===== src/rtl/apb_master_bridge_if.sv =====
// rtl/apb_master_bridge_if.sv - command, response and APB bus bundle for apb_master_bridge
//
// Purpose: groups the command stream, response stream and APB signals of the bridge.
// Ports (master modport = bridge side):
//   cmd_valid/cmd_ready/cmd_write/cmd_addr/cmd_wdata   command stream into the bridge
//   rsp_valid/rsp_ready/rsp_rdata/rsp_slverr/rsp_timeout response stream out of the bridge
//   paddr/prwd/pwdata/psel/penable                     APB request driven by the bridge
//   prdata/pslverr/pready                              APB completion driven by the slave
// The slave modport is the environment view (command source, response sink, APB slave).
interface apb_master_bridge_if #(
    parameter int PADDR_WIDTH  = 32,
    parameter int PWDATA_WIDTH = 8,
    parameter int PRDATA_WIDTH = PWDATA_WIDTH
);
    logic                    cmd_valid;
    logic                    cmd_ready;
    logic                    cmd_write;
    logic [PADDR_WIDTH-1:0]  cmd_addr;
    logic [PWDATA_WIDTH-1:0] cmd_wdata;

    logic                    rsp_valid;
    logic                    rsp_ready;
    logic [PRDATA_WIDTH-1:0] rsp_rdata;
    logic                    rsp_slverr;
    logic                    rsp_timeout;

    logic [PADDR_WIDTH-1:0]  paddr;
    logic                    prwd;
    logic [PWDATA_WIDTH-1:0] pwdata;
    logic                    psel;
    logic                    penable;
    logic [PRDATA_WIDTH-1:0] prdata;
    logic                    pslverr;
    logic                    pready;

    modport master (
        input  cmd_valid, cmd_write, cmd_addr, cmd_wdata, rsp_ready,
        input  prdata, pslverr, pready,
        output cmd_ready, rsp_valid, rsp_rdata, rsp_slverr, rsp_timeout,
        output paddr, prwd, pwdata, psel, penable
    );

    modport slave (
        output cmd_valid, cmd_write, cmd_addr, cmd_wdata, rsp_ready,
        output prdata, pslverr, pready,
        input  cmd_ready, rsp_valid, rsp_rdata, rsp_slverr, rsp_timeout,
        input  paddr, prwd, pwdata, psel, penable
    );
endinterface


===== src/rtl/apb_master_bridge.sv =====
// rtl/apb_master_bridge.sv - single-outstanding APB initiator driven by a valid/ready command stream
//
// Purpose: accepts one command, runs one APB transfer (SETUP then ACCESS), returns one
// response, and aborts with a timeout response if pready stays low too long.
// Ports:
//   pclock  APB clock, rising edge
//   preset  asynchronous active-high reset
//   bus     apb_master_bridge_if.master (command in, response out, APB master signals)
// Parameters:
//   PADDR_WIDTH, PWDATA_WIDTH, PRDATA_WIDTH  bus widths
//   TIMEOUT_CYCLES  ACCESS cycles with pready low before abort; 0 disables the timeout
module apb_master_bridge #(
    parameter int PADDR_WIDTH    = 32,
    parameter int PWDATA_WIDTH   = 8,
    parameter int PRDATA_WIDTH   = PWDATA_WIDTH,
    parameter int TIMEOUT_CYCLES = 256
) (
    input  logic                 pclock,
    input  logic                 preset,
    apb_master_bridge_if.master  bus
);
    localparam logic [1:0] ST_IDLE   = 2'd0;
    localparam logic [1:0] ST_SETUP  = 2'd1;
    localparam logic [1:0] ST_ACCESS = 2'd2;
    localparam logic [1:0] ST_RESP   = 2'd3;

    localparam bit TIMEOUT_EN = (TIMEOUT_CYCLES != 0);
    // Sized to hold TIMEOUT_CYCLES; the abort fires at TIMEOUT_CYCLES-1 so it never wraps.
    localparam int CNT_W = (TIMEOUT_CYCLES > 1) ? $clog2(TIMEOUT_CYCLES + 1) : 1;
    localparam logic [CNT_W-1:0] CNT_LAST = CNT_W'(TIMEOUT_CYCLES - 1);

    logic [1:0]              state_q, state_d;
    logic [CNT_W-1:0]        cnt_q, cnt_d;
    logic                    cmd_ready_q, cmd_ready_d;
    logic                    rsp_valid_q, rsp_valid_d;
    logic [PRDATA_WIDTH-1:0] rsp_rdata_q, rsp_rdata_d;
    logic                    rsp_slverr_q, rsp_slverr_d;
    logic                    rsp_timeout_q, rsp_timeout_d;
    logic [PADDR_WIDTH-1:0]  paddr_q, paddr_d;
    logic                    prwd_q, prwd_d;
    logic [PWDATA_WIDTH-1:0] pwdata_q, pwdata_d;
    logic                    psel_q, psel_d;
    logic                    penable_q, penable_d;

    always_comb begin
        state_d       = state_q;
        cnt_d         = cnt_q;
        rsp_rdata_d   = rsp_rdata_q;
        rsp_slverr_d  = rsp_slverr_q;
        rsp_timeout_d = rsp_timeout_q;
        paddr_d       = paddr_q;
        prwd_d        = prwd_q;
        pwdata_d      = pwdata_q;

        case (state_q)
            ST_IDLE: begin
                // cmd_ready_q gates acceptance so the cycle right after reset release
                // (cmd_ready still 0) cannot swallow a command.
                if (bus.cmd_valid && cmd_ready_q) begin
                    paddr_d  = bus.cmd_addr;
                    prwd_d   = bus.cmd_write;
                    pwdata_d = bus.cmd_write ? bus.cmd_wdata : '0;
                    state_d  = ST_SETUP;
                end
            end
            ST_SETUP: begin
                state_d = ST_ACCESS;
            end
            ST_ACCESS: begin
                // pready is tested first so a completion on the threshold cycle wins.
                if (bus.pready) begin
                    rsp_rdata_d   = prwd_q ? '0 : bus.prdata;
                    rsp_slverr_d  = bus.pslverr;
                    rsp_timeout_d = 1'b0;
                    cnt_d         = '0;
                    state_d       = ST_RESP;
                end else if (TIMEOUT_EN && (cnt_q == CNT_LAST)) begin
                    rsp_rdata_d   = '0;
                    rsp_slverr_d  = 1'b1;
                    rsp_timeout_d = 1'b1;
                    cnt_d         = '0;
                    state_d       = ST_RESP;
                end else if (TIMEOUT_EN) begin
                    cnt_d = cnt_q + 1'b1;
                end
            end
            ST_RESP: begin
                if (bus.rsp_ready) begin
                    state_d = ST_IDLE;
                end
            end
            default: begin
                state_d = ST_IDLE;
            end
        endcase

        // Handshake/strobe outputs are registered copies of the next state.
        cmd_ready_d = (state_d == ST_IDLE);
        psel_d      = (state_d == ST_SETUP) || (state_d == ST_ACCESS);
        penable_d   = (state_d == ST_ACCESS);
        rsp_valid_d = (state_d == ST_RESP);
    end

    always_ff @(posedge pclock or posedge preset) begin
        if (preset) begin
            state_q       <= ST_IDLE;
            cnt_q         <= '0;
            cmd_ready_q   <= 1'b0;
            rsp_valid_q   <= 1'b0;
            rsp_rdata_q   <= '0;
            rsp_slverr_q  <= 1'b0;
            rsp_timeout_q <= 1'b0;
            paddr_q       <= '0;
            prwd_q        <= 1'b0;
            pwdata_q      <= '0;
            psel_q        <= 1'b0;
            penable_q     <= 1'b0;
        end else begin
            state_q       <= state_d;
            cnt_q         <= cnt_d;
            cmd_ready_q   <= cmd_ready_d;
            rsp_valid_q   <= rsp_valid_d;
            rsp_rdata_q   <= rsp_rdata_d;
            rsp_slverr_q  <= rsp_slverr_d;
            rsp_timeout_q <= rsp_timeout_d;
            paddr_q       <= paddr_d;
            prwd_q        <= prwd_d;
            pwdata_q      <= pwdata_d;
            psel_q        <= psel_d;
            penable_q     <= penable_d;
        end
    end

    assign bus.cmd_ready   = cmd_ready_q;
    assign bus.rsp_valid   = rsp_valid_q;
    assign bus.rsp_rdata   = rsp_rdata_q;
    assign bus.rsp_slverr  = rsp_slverr_q;
    assign bus.rsp_timeout = rsp_timeout_q;
    assign bus.paddr       = paddr_q;
    assign bus.prwd        = prwd_q;
    assign bus.pwdata      = pwdata_q;
    assign bus.psel        = psel_q;
    assign bus.penable     = penable_q;
endmodule


===== src/flat_wrapper.sv =====
// flat-port wrapper written by rule: the top's interface ports become plain ports
module apb_master_bridge_flat 
#(
    parameter int PADDR_WIDTH    = 32,
    parameter int PWDATA_WIDTH   = 8,
    parameter int PRDATA_WIDTH   = PWDATA_WIDTH,
    parameter int TIMEOUT_CYCLES = 256
)
  (pclock, preset, bus_cmd_valid, bus_cmd_write, bus_cmd_addr, bus_cmd_wdata, bus_rsp_ready, bus_prdata, bus_pslverr, bus_pready, bus_cmd_ready, bus_rsp_valid, bus_rsp_rdata, bus_rsp_slverr, bus_rsp_timeout, bus_paddr, bus_prwd, bus_pwdata, bus_psel, bus_penable);
  apb_master_bridge_if #(.PADDR_WIDTH(PADDR_WIDTH), .PWDATA_WIDTH(PWDATA_WIDTH), .PRDATA_WIDTH(PRDATA_WIDTH)) bus_i ();
  input  logic pclock;
  input  logic preset;
  input wire logic [$bits(bus_i.cmd_valid)-1:0] bus_cmd_valid;
  input wire logic [$bits(bus_i.cmd_write)-1:0] bus_cmd_write;
  input wire logic [$bits(bus_i.cmd_addr)-1:0] bus_cmd_addr;
  input wire logic [$bits(bus_i.cmd_wdata)-1:0] bus_cmd_wdata;
  input wire logic [$bits(bus_i.rsp_ready)-1:0] bus_rsp_ready;
  input wire logic [$bits(bus_i.prdata)-1:0] bus_prdata;
  input wire logic [$bits(bus_i.pslverr)-1:0] bus_pslverr;
  input wire logic [$bits(bus_i.pready)-1:0] bus_pready;
  output wire logic [$bits(bus_i.cmd_ready)-1:0] bus_cmd_ready;
  output wire logic [$bits(bus_i.rsp_valid)-1:0] bus_rsp_valid;
  output wire logic [$bits(bus_i.rsp_rdata)-1:0] bus_rsp_rdata;
  output wire logic [$bits(bus_i.rsp_slverr)-1:0] bus_rsp_slverr;
  output wire logic [$bits(bus_i.rsp_timeout)-1:0] bus_rsp_timeout;
  output wire logic [$bits(bus_i.paddr)-1:0] bus_paddr;
  output wire logic [$bits(bus_i.prwd)-1:0] bus_prwd;
  output wire logic [$bits(bus_i.pwdata)-1:0] bus_pwdata;
  output wire logic [$bits(bus_i.psel)-1:0] bus_psel;
  output wire logic [$bits(bus_i.penable)-1:0] bus_penable;
  assign bus_i.cmd_valid = bus_cmd_valid;
  assign bus_i.cmd_write = bus_cmd_write;
  assign bus_i.cmd_addr = bus_cmd_addr;
  assign bus_i.cmd_wdata = bus_cmd_wdata;
  assign bus_i.rsp_ready = bus_rsp_ready;
  assign bus_i.prdata = bus_prdata;
  assign bus_i.pslverr = bus_pslverr;
  assign bus_i.pready = bus_pready;
  assign bus_cmd_ready = bus_i.cmd_ready;
  assign bus_rsp_valid = bus_i.rsp_valid;
  assign bus_rsp_rdata = bus_i.rsp_rdata;
  assign bus_rsp_slverr = bus_i.rsp_slverr;
  assign bus_rsp_timeout = bus_i.rsp_timeout;
  assign bus_paddr = bus_i.paddr;
  assign bus_prwd = bus_i.prwd;
  assign bus_pwdata = bus_i.pwdata;
  assign bus_psel = bus_i.psel;
  assign bus_penable = bus_i.penable;
  apb_master_bridge #(.PADDR_WIDTH(PADDR_WIDTH), .PWDATA_WIDTH(PWDATA_WIDTH), .PRDATA_WIDTH(PRDATA_WIDTH), .TIMEOUT_CYCLES(TIMEOUT_CYCLES)) u_core (.pclock(pclock), .preset(preset), .bus(bus_i));
endmodule

===== config.mk =====
export PLATFORM = sky130hd
export DESIGN_NAME = apb_master_bridge_flat
export DESIGN_NICKNAME = d
export VERILOG_FILES = /design/src/rtl/apb_master_bridge_if.sv /design/src/rtl/apb_master_bridge.sv /design/src/flat_wrapper.sv
export SDC_FILE = /design/constraint.sdc
export NUM_CORES = 1
export LEC_CHECK = 0
export BUFFER_PORTS_ARGS = -buffer_cell sky130_fd_sc_hd__buf_2
export CAP_MARGIN = 20
export CORE_ASPECT_RATIO = 1.2
export CORE_MARGIN = 2
export CORE_UTILIZATION = 35
export CTS_CLUSTER_SIZE = 14
export DETAILED_ROUTE_END_ITERATION = 7
export GPL_TIMING_DRIVEN = 0
export PLACE_DENSITY = 0.72
export REMOVE_ABC_BUFFERS = 1
export SLEW_MARGIN = 30
export SYNTH_ARGS = -nofsm -noshare
export SYNTH_HDL_FRONTEND = slang
export SYNTH_SLANG_ARGS = --single-unit

===== constraint.sdc =====
create_clock -name pclock -period 3.65 [get_ports pclock]
set_clock_uncertainty 0.1 [all_clocks]
set_input_delay 0.1825 -clock pclock [delete_from_list [all_inputs] [get_ports pclock]]
set_output_delay 0.1825 -clock pclock [all_outputs]
set_load 0.01 [all_outputs]

==> results_dict.tcl <==
set metrics [dict create \
    outcome "finished clean" \
    hold_viol 0 \
    power_per_cell_area_nw_per_um2 670 \
    clock_path_buffers 2 \
    gr-total-overflow 0 \
    cts_bufs_inserted 9 \
    static-leakage-power_nw 2.18 \
    max_freq_ghz 0.478 \
    drt_pass1_iterations 4 \
    netlist.area_leader.share_pct 61.9 \
    timing.final.crit_period_ns 2.09 \
    netlist.top_cell.by_area "sky130_fd_sc_hd__dfrtp_1" \
    routed_via_density 4.67 \
    final_min_period_over_clock_period_pct 57.4 \
    critPathTopFamily "compound AO/OA/AOI/OAI gates" \
    post_layout_inst_area_um2 4000 \
    critical_path_required_ns 3.77 \
    pin_count 110 \
    arrival_ns 2.21 \
    timing_worst_slew_pin_value_ns 0.756 \
    yosysSeqAreaShare_pct 61.9 \
    worstSkewPairLatency_ns 0.33 \
    ctsHtreeMaxLevel 3 \
    nets 494 \
    share_seq_of_total_power_pct 45.7 \
    die_h_um 99.6 \
    synth.cell_area_um2 2670 \
    setup_repair_after_global_routing_missed_its_margin "no" \
    initial_core_util_pct 36.4 \
    postSynth.asyncResetShare_pct 100 \
    slew_headroom_pct 49.6 \
    combPwrFrac_pct 34.5 \
    hold_buffers 50 \
    diodes 0 \
    critical_path.n_buffers_inverters 0 \
    setup.worst_path.class "flop to flop" \
    postSynthAreaPerCell_um2 9.73 \
    port-buffer-count 109 \
    share_of_total_power_in_the_clock_network_pct 19.9 \
    timing.critical_path.fanout_max 6 \
    ant_nets 0 \
    slowest_stage "sky130_fd_sc_hd__dfrtp_1" \
    tritoncts "done" \
    timing.critical_path.cells "ha_1, nand4_4, o31ai_4, o211ai_1, and2_1, ha_1" \
    via_count 2463 \
    grt_start_max_net_pins 42 \
    floorplan.rows 34 \
    post_dp_cell_area_um2 3330 \
    clock_sinks 66 \
    first_iter_violations 114 \
    drive_gt1_share_pct 30.7 \
    postCtsResizedCells 0 \
    multi_input_area_um2 963 \
    ys.flop_type "sky130_fd_sc_hd__dfrtp_1" \
    totalWireLength_um 7060 \
    vdd_ir_drop_max_uv 283 \
    area_of_the_die_um2 8330 \
    wl_per_cell_um 13.4 \
    grt_usage_pct 17.4 \
    post-dp-hpwl_um 4350 \
    cts.clk_slew.worst_paths_ns 0.07 \
    report.final.slew_viol_count 0 \
    p_switching_uw 973 \
    worst_path_most_repeated_cell "sky130_fd_sc_hd__ha_1" \
    synth_area_leaders "sky130_fd_sc_hd__dfrtp_1 (62%), sky130_fd_sc_hd__nand2_1 (18%), sky130_fd_sc_hd__a22o_1 (2.6%), sky130_fd_sc_hd__nand3_1 (2.6%), sky130_fd_sc_hd__ha_1 (1.9%)" \
    yosysUniqueCellTypes 31 \
    sw_frac_of_total_pct 36.3 \
    worst_hold_path_type "primary input to flop" \
    place_congestion 0.771 \
    initial_antenna_violation_count 0 \
    yosysWarnings 0 \
    max_cap_viol_count 0 \
    internal_power_mw 1.71 \
    startpoint_type "flop" \
    setup_total_negative_slack_ns 0 \
    post-route-drc-count 0 \
    end_kind "flop" \
    die-width_um 83.7 \
    post-cts-setup-buffer-count 0 \
    timing.final.setup_violations 0 \
    clockRootBuffer "sky130_fd_sc_hd__clkbuf_8" \
    grt_first_pass_wirelength_um 11700 \
    fillCellCount 640 \
    synth_cells 274 \
    synth_edf_count 0 \
    layout-area-overhead-vs-synth_pct 50.1 \
    synth-seq-cells 66 \
    critical-path-max-stage-delay_ns 0.44 \
    area.sequential_um2 1650 \
    core_area_um2 7320 \
    grt_pass1_vias 2457 \
]
metal layers:
layer  vias to the layer above  part of all wire, %  track usage [%]
li1                       1211                    -                -
met1                      1166                   41             21.3
met2                        76                   52             29.5
met3                        10                  4.9             3.73
met4                         0                  1.4             7.44
met5                         -                    0                0
logic make-up after synthesis:
family,count (synthesis),share of synthesized area [%]
multiplexers,1,0.375
adder cells (fa/ha/maj),4,1.88
buffers and inverters,14,2.16
flip-flops,66,61.9
AO/OA/AOI/OAI,26,7.60
AND/OR/NAND/NOR,163,26.0
area by class of cell:
cell class / instances / share of cell area (%)
sequential: 66 / 41.3
timing repair buffer: 161 / 27.3
multi-input combinational: 194 / 24.1
clock buffer: 11 / 3.78
tap: 90 / 2.81
clock inverter: 2 / 0.375
inverter: 3 / 0.344
worst min-delay path: stages:
cell and delay [ns]:
sky130_fd_sc_hd__buf_2 0.16, sky130_fd_sc_hd__nand2_1 0.07, sky130_fd_sc_hd__nand2_1 0.04
path summary, 6_finish.rpt:
check	startpoint	endpoint	slack [ns]	depth (start not counted)
setup / recovery	u_core.cnt_q[0]	u_core.bus.cmd_ready	1.56	6
hold / removal	bus_cmd_write	u_core.bus.prwd	0.07	3
setup reg to reg	u_core.cnt_q[0]	u_core.bus.cmd_ready	1.56	6
hold reg to reg	u_core.bus.pwdata[4]	u_core.bus.pwdata[4]	0.36	2
max in group asynchronous	preset	u_core.bus.paddr[17]	2.60	4
min in group asynchronous	preset	u_core.bus.pwdata[3]	0.33	3
power by group through the flow:
stage                     Combinational [mW]  Clock (mW)  Sequential (mW)
after floorplan                        0.363           0             1.33
after global placement                 0.854           0             1.21
after detailed placement               0.892           0             1.22
after CTS                              0.931       0.554             1.22
after global routing                    1.04       0.589             1.26
final                                  0.924       0.533             1.22
Yosys cell counts, drive strengths merged, types with 2 or more instances:
| library cell | count |
|---|---|
| o311ai | 3 |
| a22o | 8 |
| nand2 | 129 |
| o31ai | 2 |
| dfrtp | 66 |
| nand3 | 15 |
| ha | 4 |
| nor2 | 6 |
| clkbuf | 7 |
| a21oi | 2 |
| buf | 4 |
| nand4 | 4 |
| and2 | 2 |
| o21ai | 7 |
| inv | 3 |
through the flow:
step	cells	power, mW	hold WS [ns]	setup WS [ns]	util [%]
3_5_place_dp	464	2.12	0.139	1.57	45.6
2_1_floorplan	263	1.70	0.188	1.53	-
5_1_grt	527	2.89	0.0672	1.47	54.7
3_3_place_gp	462	2.06	0.272	0.877	44.8
6_report	527	2.68	0.0717	1.56	54.7
4_1_cts	527	2.70	0.0453	1.55	54.7
flip-flops by register name, summed over array words and instances (netlist names):
signal and cells:
u_core.bus.rsp_rdata 8, u_core.bus.paddr 32, u_core.bus.psel 1, u_core.bus.prwd 1
u_core.bus.rsp_timeout 1, u_core.bus.penable 1, u_core.bus.rsp_valid 1, u_core.bus.rsp_slverr 1
u_core.cnt_q 9, u_core.bus.pwdata 8, u_core.state_q 2, u_core.bus.cmd_ready 1
placed cells by master, fill, tap and decap left out, types with 2 or more instances in the layout:
cell | Yosys | final
sky130_fd_sc_hd__a21oi_1 | 2 | 2
sky130_fd_sc_hd__a22o_1 | 8 | 8
sky130_fd_sc_hd__and2_1 | 2 | 2
sky130_fd_sc_hd__buf_2 | 4 | 109
sky130_fd_sc_hd__clkbuf_8 | 0 | 11
sky130_fd_sc_hd__clkinvlp_4 | 0 | 2
sky130_fd_sc_hd__dfrtp_1 | 66 | 66
sky130_fd_sc_hd__dlygate4sd3_1 | 0 | 50
sky130_fd_sc_hd__ha_1 | 4 | 4
sky130_fd_sc_hd__inv_1 | 3 | 2
sky130_fd_sc_hd__nand2_1 | 128 | 128
sky130_fd_sc_hd__nand3_1 | 14 | 13
sky130_fd_sc_hd__nand3_2 | 1 | 2
sky130_fd_sc_hd__nand4_1 | 3 | 3
sky130_fd_sc_hd__nor2_1 | 6 | 6
sky130_fd_sc_hd__o21ai_0 | 7 | 7
sky130_fd_sc_hd__o311ai_0 | 3 | 3
(Power assumes the default switching activity.)
